File: config.mk
export PLATFORM = sky130hd
export DESIGN_NAME = dht_rx
export DESIGN_NICKNAME = d
export VERILOG_FILES = /design/src/rtl/dht_rx.sv
export SDC_FILE = /design/constraint.sdc
export NUM_CORES = 1
export LEC_CHECK = 0
export CAP_MARGIN = 0
export CORE_MARGIN = 2
export CORE_UTILIZATION = 52
export DETAILED_ROUTE_END_ITERATION = 8
export GPL_ROUTABILITY_DRIVEN = 1
export PLACE_DENSITY_LB_ADDON = 0.1
export SLEW_MARGIN = 30
export SYNTH_ARGS = -nofsm -noshare
export SYNTH_HDL_FRONTEND = slang
export SYNTH_SLANG_ARGS = --single-unit
export TNS_END_PERCENT = 100
File: constraint.sdc
create_clock -name clk -period 3.1 [get_ports clk]
set_input_delay 0.62 -clock clk [delete_from_list [all_inputs] [get_ports clk]]
set_output_delay 0.62 -clock clk [all_outputs]
set_load 0.01 [all_outputs]
File: src/rtl/dht_rx.sv
// dht_rx: DHT11/DHT22-style single-wire sensor receiver.
// Drives the host start pulse, follows the sensor's response handshake,
// decodes 40 bits by high-pulse width and publishes humidity/temperature.
// Build option: define DHT_RX_CHECKSUM_EN to reject frames whose checksum
// byte does not match; without it the checksum byte is received and dropped.
module dht_rx #(
   parameter int CLK_DIV       = 100,
   parameter int START_LOW_US  = 18000,
   parameter int TIMEOUT_US    = 200,
   parameter int BIT_THRESH_US = 50
) (
   input  logic        clk,
   input  logic        rst,
   input  logic        start,
   input  logic        data,
   output logic        data_oe,
   output logic        busy,
   output logic [15:0] hum,
   output logic [15:0] temp,
   output logic        valid,
   output logic        err,
   output logic [1:0]  err_code
);

   localparam int US_LIM_A = (START_LOW_US > TIMEOUT_US) ? START_LOW_US : TIMEOUT_US;
   localparam int US_LIMIT = (US_LIM_A > BIT_THRESH_US) ? US_LIM_A : BIT_THRESH_US;
   localparam int US_W     = $clog2(US_LIMIT + 2);
   localparam int DIV_W    = $clog2(CLK_DIV + 1);
   localparam logic [US_W-1:0] US_MAX = '1;

   typedef enum logic [2:0] {
      IDLE,
      START_LOW,
      WAIT_RESP,
      RESP_LOW,
      RESP_HIGH,
      BIT_LOW,
      BIT_HIGH,
      DONE
   } state_t;

   state_t            state;
   logic              data_s1;
   logic              data_s2;
   logic              data_prev;
   logic              fall;
   logic              rise;
   logic [DIV_W-1:0]  div_cnt;
   logic              tick;
   logic [US_W-1:0]   us_cnt;
   logic [US_W-1:0]   us_next;
   logic              timeout;
   logic              bit_val;
   logic [5:0]        bit_cnt;
   logic [31:0]       frame;
`ifdef DHT_RX_CHECKSUM_EN
   logic [7:0]        chk_byte;
   logic [7:0]        chk_sum;
`endif

   // Bring the asynchronous bus level into the clk domain; idle bus is high.
   always_ff @(posedge clk or negedge rst) begin
      if (!rst) begin
         data_s1   <= 1'b1;
         data_s2   <= 1'b1;
         data_prev <= 1'b1;
      end else begin
         data_s1   <= data;
         data_s2   <= data_s1;
         data_prev <= data_s2;
      end
   end

   // Edge strobes, the microsecond tick and the elapsed time including this cycle's tick.
   always_comb begin
      fall    = data_prev & ~data_s2;
      rise    = ~data_prev & data_s2;
      tick    = (div_cnt == DIV_W'(CLK_DIV - 1));
      us_next = (tick && (us_cnt != US_MAX)) ? us_cnt + US_W'(1) : us_cnt;
      timeout = tick && (us_next == US_W'(TIMEOUT_US));
      bit_val = (us_next > US_W'(BIT_THRESH_US));
   end

`ifdef DHT_RX_CHECKSUM_EN
   // Checksum is the low byte of the sum of the four data bytes.
   always_comb begin
      chk_sum = frame[31:24] + frame[23:16] + frame[15:8] + frame[7:0];
   end
`endif

   // Transaction sequencer; every state change restarts the prescaler and us counter.
   always_ff @(posedge clk or negedge rst) begin
      if (!rst) begin
         state    <= IDLE;
         data_oe  <= 1'b0;
         busy     <= 1'b0;
         valid    <= 1'b0;
         err      <= 1'b0;
         err_code <= 2'b00;
         hum      <= '0;
         temp     <= '0;
         div_cnt  <= '0;
         us_cnt   <= '0;
         bit_cnt  <= '0;
         frame    <= '0;
`ifdef DHT_RX_CHECKSUM_EN
         chk_byte <= '0;
`endif
      end else begin
         valid   <= 1'b0;
         err     <= 1'b0;
         div_cnt <= tick ? '0 : div_cnt + DIV_W'(1);
         us_cnt  <= us_next;
         case (state)
            IDLE: begin
               if (start) begin
                  state   <= START_LOW;
                  data_oe <= 1'b1;
                  busy    <= 1'b1;
                  bit_cnt <= '0;
                  div_cnt <= '0;
                  us_cnt  <= '0;
               end
            end
            START_LOW: begin
               if (tick && (us_next == US_W'(START_LOW_US))) begin
                  state   <= WAIT_RESP;
                  data_oe <= 1'b0;
                  div_cnt <= '0;
                  us_cnt  <= '0;
               end
            end
            WAIT_RESP, RESP_LOW, RESP_HIGH, BIT_LOW, BIT_HIGH: begin
               if ((state == RESP_LOW || state == BIT_LOW) ? rise : fall) begin
                  div_cnt <= '0;
                  us_cnt  <= '0;
                  case (state)
                     WAIT_RESP: state <= RESP_LOW;
                     RESP_LOW:  state <= RESP_HIGH;
                     RESP_HIGH: state <= BIT_LOW;
                     BIT_LOW:   state <= BIT_HIGH;
                     default: begin
                        if (bit_cnt < 6'd32) begin
                           frame <= {frame[30:0], bit_val};
                        end
`ifdef DHT_RX_CHECKSUM_EN
                        else begin
                           chk_byte <= {chk_byte[6:0], bit_val};
                        end
`endif
                        bit_cnt <= bit_cnt + 6'd1;
                        state   <= (bit_cnt == 6'd39) ? DONE : BIT_LOW;
                     end
                  endcase
               end else if (timeout) begin
                  state    <= IDLE;
                  busy     <= 1'b0;
                  err      <= 1'b1;
                  err_code <= 2'b01;
                  div_cnt  <= '0;
                  us_cnt   <= '0;
               end
            end
            DONE: begin
`ifdef DHT_RX_CHECKSUM_EN
               if (chk_sum == chk_byte) begin
                  hum   <= frame[31:16];
                  temp  <= frame[15:0];
                  valid <= 1'b1;
               end else begin
                  err      <= 1'b1;
                  err_code <= 2'b10;
               end
`else
               hum   <= frame[31:16];
               temp  <= frame[15:0];
               valid <= 1'b1;
`endif
               state   <= IDLE;
               busy    <= 1'b0;
               div_cnt <= '0;
               us_cnt  <= '0;
            end
            default: begin
               state   <= IDLE;
               busy    <= 1'b0;
               data_oe <= 1'b0;
            end
         endcase
      end
   end

endmodule

==> results_dict.tcl, run 1 <==
set metrics [dict create \
    ioPinCount 42 \
    final_cell_count_no_fill 543 \
    met3_usage_pct 5.512 \
    placementRows 34 \
    worstMarginPinSlew_ps 700.4 \
    synthTopCellsByArea "sky130_fd_sc_hd__dfrtp_1, sky130_fd_sc_hd__mux2_2, sky130_fd_sc_hd__nor2_1" \
    crit_path_max_fanout 5 \
    clk_latency_ps 370 \
    placed_cells_incl_taps 523 \
    synth_mux_area_share_pct 17.01 \
    grt_most_used_layer "met2" \
    final_core_util_pct 63.17 \
    layout_setup_ws_ps 205.6 \
    final_gp_congestion 0.8845 \
    finClkSkew_ps 7.495 \
    dp.final_hpwl_mm 5.802 \
    grt.overflow.total 0 \
    die_height_um 98.02 \
    dp_slack_ps 82.75 \
    synth_xor_xnor_area_share_pct 3.620 \
    cp_slowest_stage_delay_ps 380 \
    dpl-instance-area_um2 5191 \
    layout_min_cycle_time_ps 2894 \
    synthSimpleGateAreaFrac_pct 14.59 \
    path_clk_slew_ps 100 \
    hold-worst-slack_ps 234.0 \
    clock_tree.root_cell "sky130_fd_sc_hd__clkbuf_8" \
    syn_area_um2 4597 \
    post_synth_edffs 0 \
    synth-warning-count 0 \
    predominant_post_synthesis_flop_cell "sky130_fd_sc_hd__dfrtp_1" \
    synth.net_count 381 \
    antenna-diode-count 0 \
    crit_path_start_kind "register" \
    ys_ff_latch 103 \
    final_max_tran_viols 0 \
    path_class "reg2reg" \
    leakagePower_nw 2.608 \
    mostFrequentLayoutCell "sky130_fd_sc_hd__dfrtp_1" \
    effective_utilization_at_floorplan_pct 53.23 \
    design.die.area_um2 9608 \
    grt_util_met2_pct 30.56 \
    ctsLongestPathBuffers 2 \
    synth_area_per_cell_um2 12.29 \
    number_of_clock_buffers_inserted_by_tritoncts 9 \
    initial_antenna_violation_count 0 \
    hp-class "in2async" \
    setup_tns_ps 0 \
    rsz0062_at_grt "false" \
    port-buffer-count 40 \
    largest_family_of_logic_cells_by_synthesized_area "multiplexers" \
    grt_pass1_wl_mm 14.88 \
    setup_viol 0 \
    drt_first_pass_iters 4 \
    post_cts_hold_buffer_count 0 \
    synthCells 374 \
    groute.usage.overall_pct 18.98 \
    yosysSeqAreaShare_pct 56.15 \
    nets 437 \
    finalInstanceArea_um2 5455 \
    max_freq_mhz 345.5 \
    max-slew-margin-rel_pct 52.81 \
    cts-htree-levels 3 \
    grt_start_max_net_pins 44 \
    gr-usage-met1_pct 25.61 \
    wire_per_inst_um 15.98 \
    coreArea_um2 8636 \
    flow.area_growth_from_synthesis_pct 18.67 \
    clock_tree_from_tritoncts "built" \
    dr.first_iter.drc_count 104 \
    chipWidth_um 98.02 \
    timing.critical_path.required_ps 3360 \
    power.density_nw_per_um2 527.9 \
    worst_setup_path_end_kind "register" \
    run_status "complete, no violations" \
    synth_top_cell_by_area "sky130_fd_sc_hd__dfrtp_1" \
    crit_chain "ha_1, nand4b_4, nor4_2, mux2i_1, a21boi_0, nand4_1, or2_4, a22oi_4, mux2_4" \
    cap_violations 0 \
    detail_route.drc_violations 0 \
    final_hold_viol_count 0 \
    ir_drop_mv 0.3219 \
    drive_gt1_share_pct 28.05 \
    vias_in_the_first_global_route 3175 \
    vias_per_cell 5.582 \
    layout.cells.most_common_list "sky130_fd_sc_hd__dfrtp_1, sky130_fd_sc_hd__mux2_2, sky130_fd_sc_hd__clkdlybuf4s50_1, sky130_fd_sc_hd__nor2_1, sky130_fd_sc_hd__buf_4" \
    routed_wl_mm 8.679 \
    p_total_mw 2.880 \
    synth-compound-area-share_pct 5.525 \
    worst-endpoint-arrival_ps 3150 \
    critPathSlowestCell "sky130_fd_sc_hd__dfrtp_1" \
    cts_num_sinks 103 \
    detail-route-antenna-nets 0 \
    synth_fa_ha_area_share_pct 0.8165 \
    yosys.cell_types.count 52 \
    min_period_over_period_pct 93.37 \
    postSynth.asyncResetShare_pct 100.0 \
    yosys.area.top_type_share_pct 54.44 \
    num_vias 3031 \
]
[kinds of logic (layout without fill, tap and decap cells)]
family / Yosys count / after routing
DFF: 103 / 103
adders and majority gates: 3 / 3
and+or+nand+nor: 119 / 119
other: 1 / 1
AOI/OAI and AO/OA: 38 / 38
xor gates and xnor gates: 19 / 19
buffers and inverters: 22 / 83
muxes: 69 / 69
[power by group]
group / switching (mW) / internal (mW) / leakage [nW]
Sequential: 0.0784 / 1.40 / 1.41
Clock: 0.488 / 0.392 / 0.108
Combinational: 0.295 / 0.224 / 1.09
Total: 0.862 / 2.02 / 2.61
[metal layers]
layer / vias to the layer above / wire length [µm]
met5: - / 0
met4: 0 / 110
met3: 9 / 340
met2: 44 / 4126
met1: 1529 / 4102
li1: 1449 / -
[flip-flops by register name (all words and copies together) (netlist names)]
name	count
data_s2	1
hum	16
data_prev	1
state	3
data_s1	1
busy	1
err_code	1
err	1
temp	16
bit_cnt	6
frame	32
div_cnt	7
us_cnt	15
valid	1
data_oe	1
[cells in the mapped netlist, drive strengths merged, types with 2 or more instances]
cell and count:
dfrtp 100, mux2 67, nor2 32, nand2 16, o21ai 12, a21oi 11, clkbuf 10, nand3 10
nand4 10, nor3 10, xnor2 10, xor2 9, nor4 7, and3 6, buf 6, inv 6
or2 6, a21o 3, dfstp 3, ha 3, nand2b 3, nand4b 3, nor2b 3, nor4b 3
or3 3, a31oi 2, and2 2, mux2i 2
[critical path, delay by kind of cell, from the launching register on]
kind / cells / cell delay [ps]
compound gates: 2 / 560
simple gates: 4 / 990
fa+ha+maj: 1 / 260
mux: 2 / 600
flops: 1 / 380
[final timing paths]
check	start	endpoint	slack [ps]	depth (start not counted)
hold / removal	rst	div_cnt[2]	230	1
setup reg to reg	div_cnt[0]	state[0]	210	9
setup / recovery	div_cnt[0]	state[0]	210	9
max in group asynchronous	rst	hum[14]	2140	2
hold reg to reg	data_s1	data_s2	370	0
min in group clk	data_s1	data_s2	370	0
[timing repair]
action                                  4_1_cts  5_1_grt
resized for setup                             0        4
buffers inserted                              0        4
endpoints found under the setup margin        0       19
[cell type report]
class                      instances  area [µm²]
clock buffer                       9       123.9
clock inverter                     7       83.83
fill                             682        3181
inverter                           6       22.52
multi-input combinational        249        1941
sequential                       103        2581
tap                              108       135.1
timing repair buffer              61       568.0
Note: power is estimated with default switching activity, not from simulation.
==> inputs of run 2 (changes only) <==
--- a/config.mk
+++ b/config.mk
@@ -7,7 +7,7 @@
 export LEC_CHECK = 0
 export CAP_MARGIN = 0
 export CORE_MARGIN = 2
-export CORE_UTILIZATION = 52
+export CORE_UTILIZATION = 50
 export DETAILED_ROUTE_END_ITERATION = 8
 export GPL_ROUTABILITY_DRIVEN = 1
 export PLACE_DENSITY_LB_ADDON = 0.1
==> run 2 against run 1 <==
  * Sequential power about the same
  * Hold slack better by 30 ps
  * First-iteration DRC count up 26%
  * Routed wire length up 3.1%
  * Clock-buffer cell count unchanged
  * Final cell count unchanged
  * Core utilization down 0.79 points
  * Critical path depth unchanged
  * Highest routed layer unchanged
==> results_dict.tcl, run 2 (same netlist as run 1, synthesis figures left out) <==
set metrics [dict create \
    layout.cells.most_common_list "sky130_fd_sc_hd__dfrtp_1, sky130_fd_sc_hd__mux2_2, sky130_fd_sc_hd__clkdlybuf4s50_1, sky130_fd_sc_hd__nor2_1, sky130_fd_sc_hd__buf_4" \
    grt_start_max_net_pins 79 \
    path_clk_slew_ps 110 \
    num_vias 3038 \
    top_register "frame" \
    clock_tree.root_cell "sky130_fd_sc_hd__clkbuf_8" \
    hold-worst-slack_ps 263.7 \
    crit_chain "ha_1, nand4b_4, or2_4, nor4_2, mux2_2, nand4_1, or2_4, a22oi_4, mux2_4" \
    placementRows 34 \
    power.density_nw_per_um2 556.0 \
    power_spent_charging_and_discharging_nets_mw 0.8694 \
    path_class "reg2reg" \
    timing.critical_path.required_ps 3350 \
    worstReg2RegStart "div_cnt[0]" \
    multi_input_comb_area_um2 1932 \
    clock_tree_from_tritoncts "built" \
    cts-htree-levels 3 \
    run_status "complete, no violations" \
    min_period_over_period_pct 94.78 \
    ctsLongestPathBuffers 2 \
    setup_viol 0 \
    drive_gt1_share_pct 28.28 \
    detail_route.drc_violations 0 \
    die_height_um 99.89 \
    final_max_tran_viols 0 \
    largest_reg_flops 32 \
    worst-endpoint-arrival_ps 3190 \
    port-buffer-count 40 \
    crit_path_max_fanout 11 \
    crit_path_start_kind "register" \
    dp.final_hpwl_mm 6.037 \
    leakagePower_nw 2.624 \
    groute.usage.overall_pct 18.84 \
    wire_per_inst_um 16.48 \
    internal_power_mw 2.184 \
    sequential_cell_area_um2 2582 \
    fillers 716 \
    cts_num_sinks 103 \
    number_of_clock_buffers_inserted_by_tritoncts 9 \
    flow.area_growth_from_synthesis_pct 19.49 \
    ioPinCount 42 \
    chipWidth_um 99.89 \
    vias_per_cell 5.595 \
    final_hold_viol_count 0 \
    initial_antenna_violation_count 0 \
    detail-route-antenna-nets 0 \
    clk_latency_ps 370 \
    drt_first_pass_iters 6 \
    post_cts_hold_buffer_count 0 \
    dr.first_iter.drc_count 131 \
    finClkSkew_ps 13.00 \
    max-slew-margin-rel_pct 52.53 \
    coreArea_um2 8806 \
    cap_violations 0 \
    effective_utilization_at_floorplan_pct 52.20 \
    critPathSlowestCell "sky130_fd_sc_hd__nor4_2" \
    grt_pass1_wl_mm 14.96 \
    nets 437 \
    combinationalPowerShare_pct 16.8 \
    largestRegisters "frame (32), hum (16), temp (16)" \
    grt.overflow.total 0 \
    routed_wl_mm 8.951 \
    hp-class "in2async" \
    layout_min_cycle_time_ps 2938 \
    cp_common_cell "sky130_fd_sc_hd__or2_4" \
    mostFrequentLayoutCell "sky130_fd_sc_hd__dfrtp_1" \
    design.die.area_um2 9977 \
    pwr-share-seq_pct 48.6 \
    vias_in_the_first_global_route 3045 \
    power_switching_share_pct 28.47 \
    worst_setup_path_end_kind "register" \
    antenna-diode-count 0 \
    number_of_buffer_and_inverter_stages_on_the_critical_path 0 \
    power.share.clock_pct 34.6 \
    max_freq_mhz 340.3 \
    cp_slowest_stage_delay_ps 430 \
    worstMarginPinSlew_ps 702.1 \
    ir_drop_mv 0.2998 \
    final_gp_congestion 0.8708 \
    cell_class_contributing_the_biggest_share_of_worst_path_delay "simple AND/OR/NAND/NOR gates" \
    worstSetupStartpoint "div_cnt[0]" \
    p_total_mw 3.054 \
]
-- run 2: changes by cell type in the layout (fill, tap and decap cells not counted), sizes merged --
cell,previous run,this run
bufinv,1,3
inv,11,9
-- run 2: through the flow --
stage	util [%]	std cells	TNS [ps]	cell area [µm²]	setup slack (ps)
after floorplan	-	374	0	4597	62.84
after global placement	58.98	525	0	5194	237.4
after detailed placement	58.98	525	0	5194	116.6
after CTS	61.95	541	0	5455	53.88
after global routing	62.38	543	-7.635	5493	-7.635
final	62.38	543	0	5493	161.8
-- run 2: layout make-up --
cell class	instances	share of cell area [%]
clock buffers	9	2.255
repair buffers	61	10.18
inverters	6	0.4100
well taps	108	2.460
multi-input cells	249	35.17
clock inverters	7	2.506
flip-flops and latches	103	47.02
-- run 2: repair_timing --
action / in CTS / in global routing
endpoints found under the setup margin: 0 / 19
setup buffers: 0 / 2
hold endpoints to repair: 0 / 0
resized for setup: 0 / 5
-- run 2: worst paths after layout --
check	endpoint	slack, ps	cells after the start
worst max-delay path	state[1]	160	9
worst min-delay path	err_code[0]	260	1
worst max register to register	state[1]	160	9
worst min register to register	data_s2	370	0
max in group asynchronous	frame[23]	2130	2
min in group clk	data_s2	370	0
-- run 2: metal layers --
layer	share of wire (%)	GRT usage [%]	wire length, µm
met3	4.6	4.805	412
met1	49	27.03	4372
met5	0	0	0
met2	46	28.95	4093
met4	0.82	4.847	73
-- run 2: power groups by stage --
stage          sequential, mW  combinational [mW]  clock (mW)
5_1_grt                  1.49               0.569        1.14
3_5_place_dp             1.51               0.513           0
4_1_cts                  1.48               0.514        1.08
3_3_place_gp             1.51               0.502           0
2_1_floorplan            1.47               0.387           0
6_report                 1.48               0.513        1.06
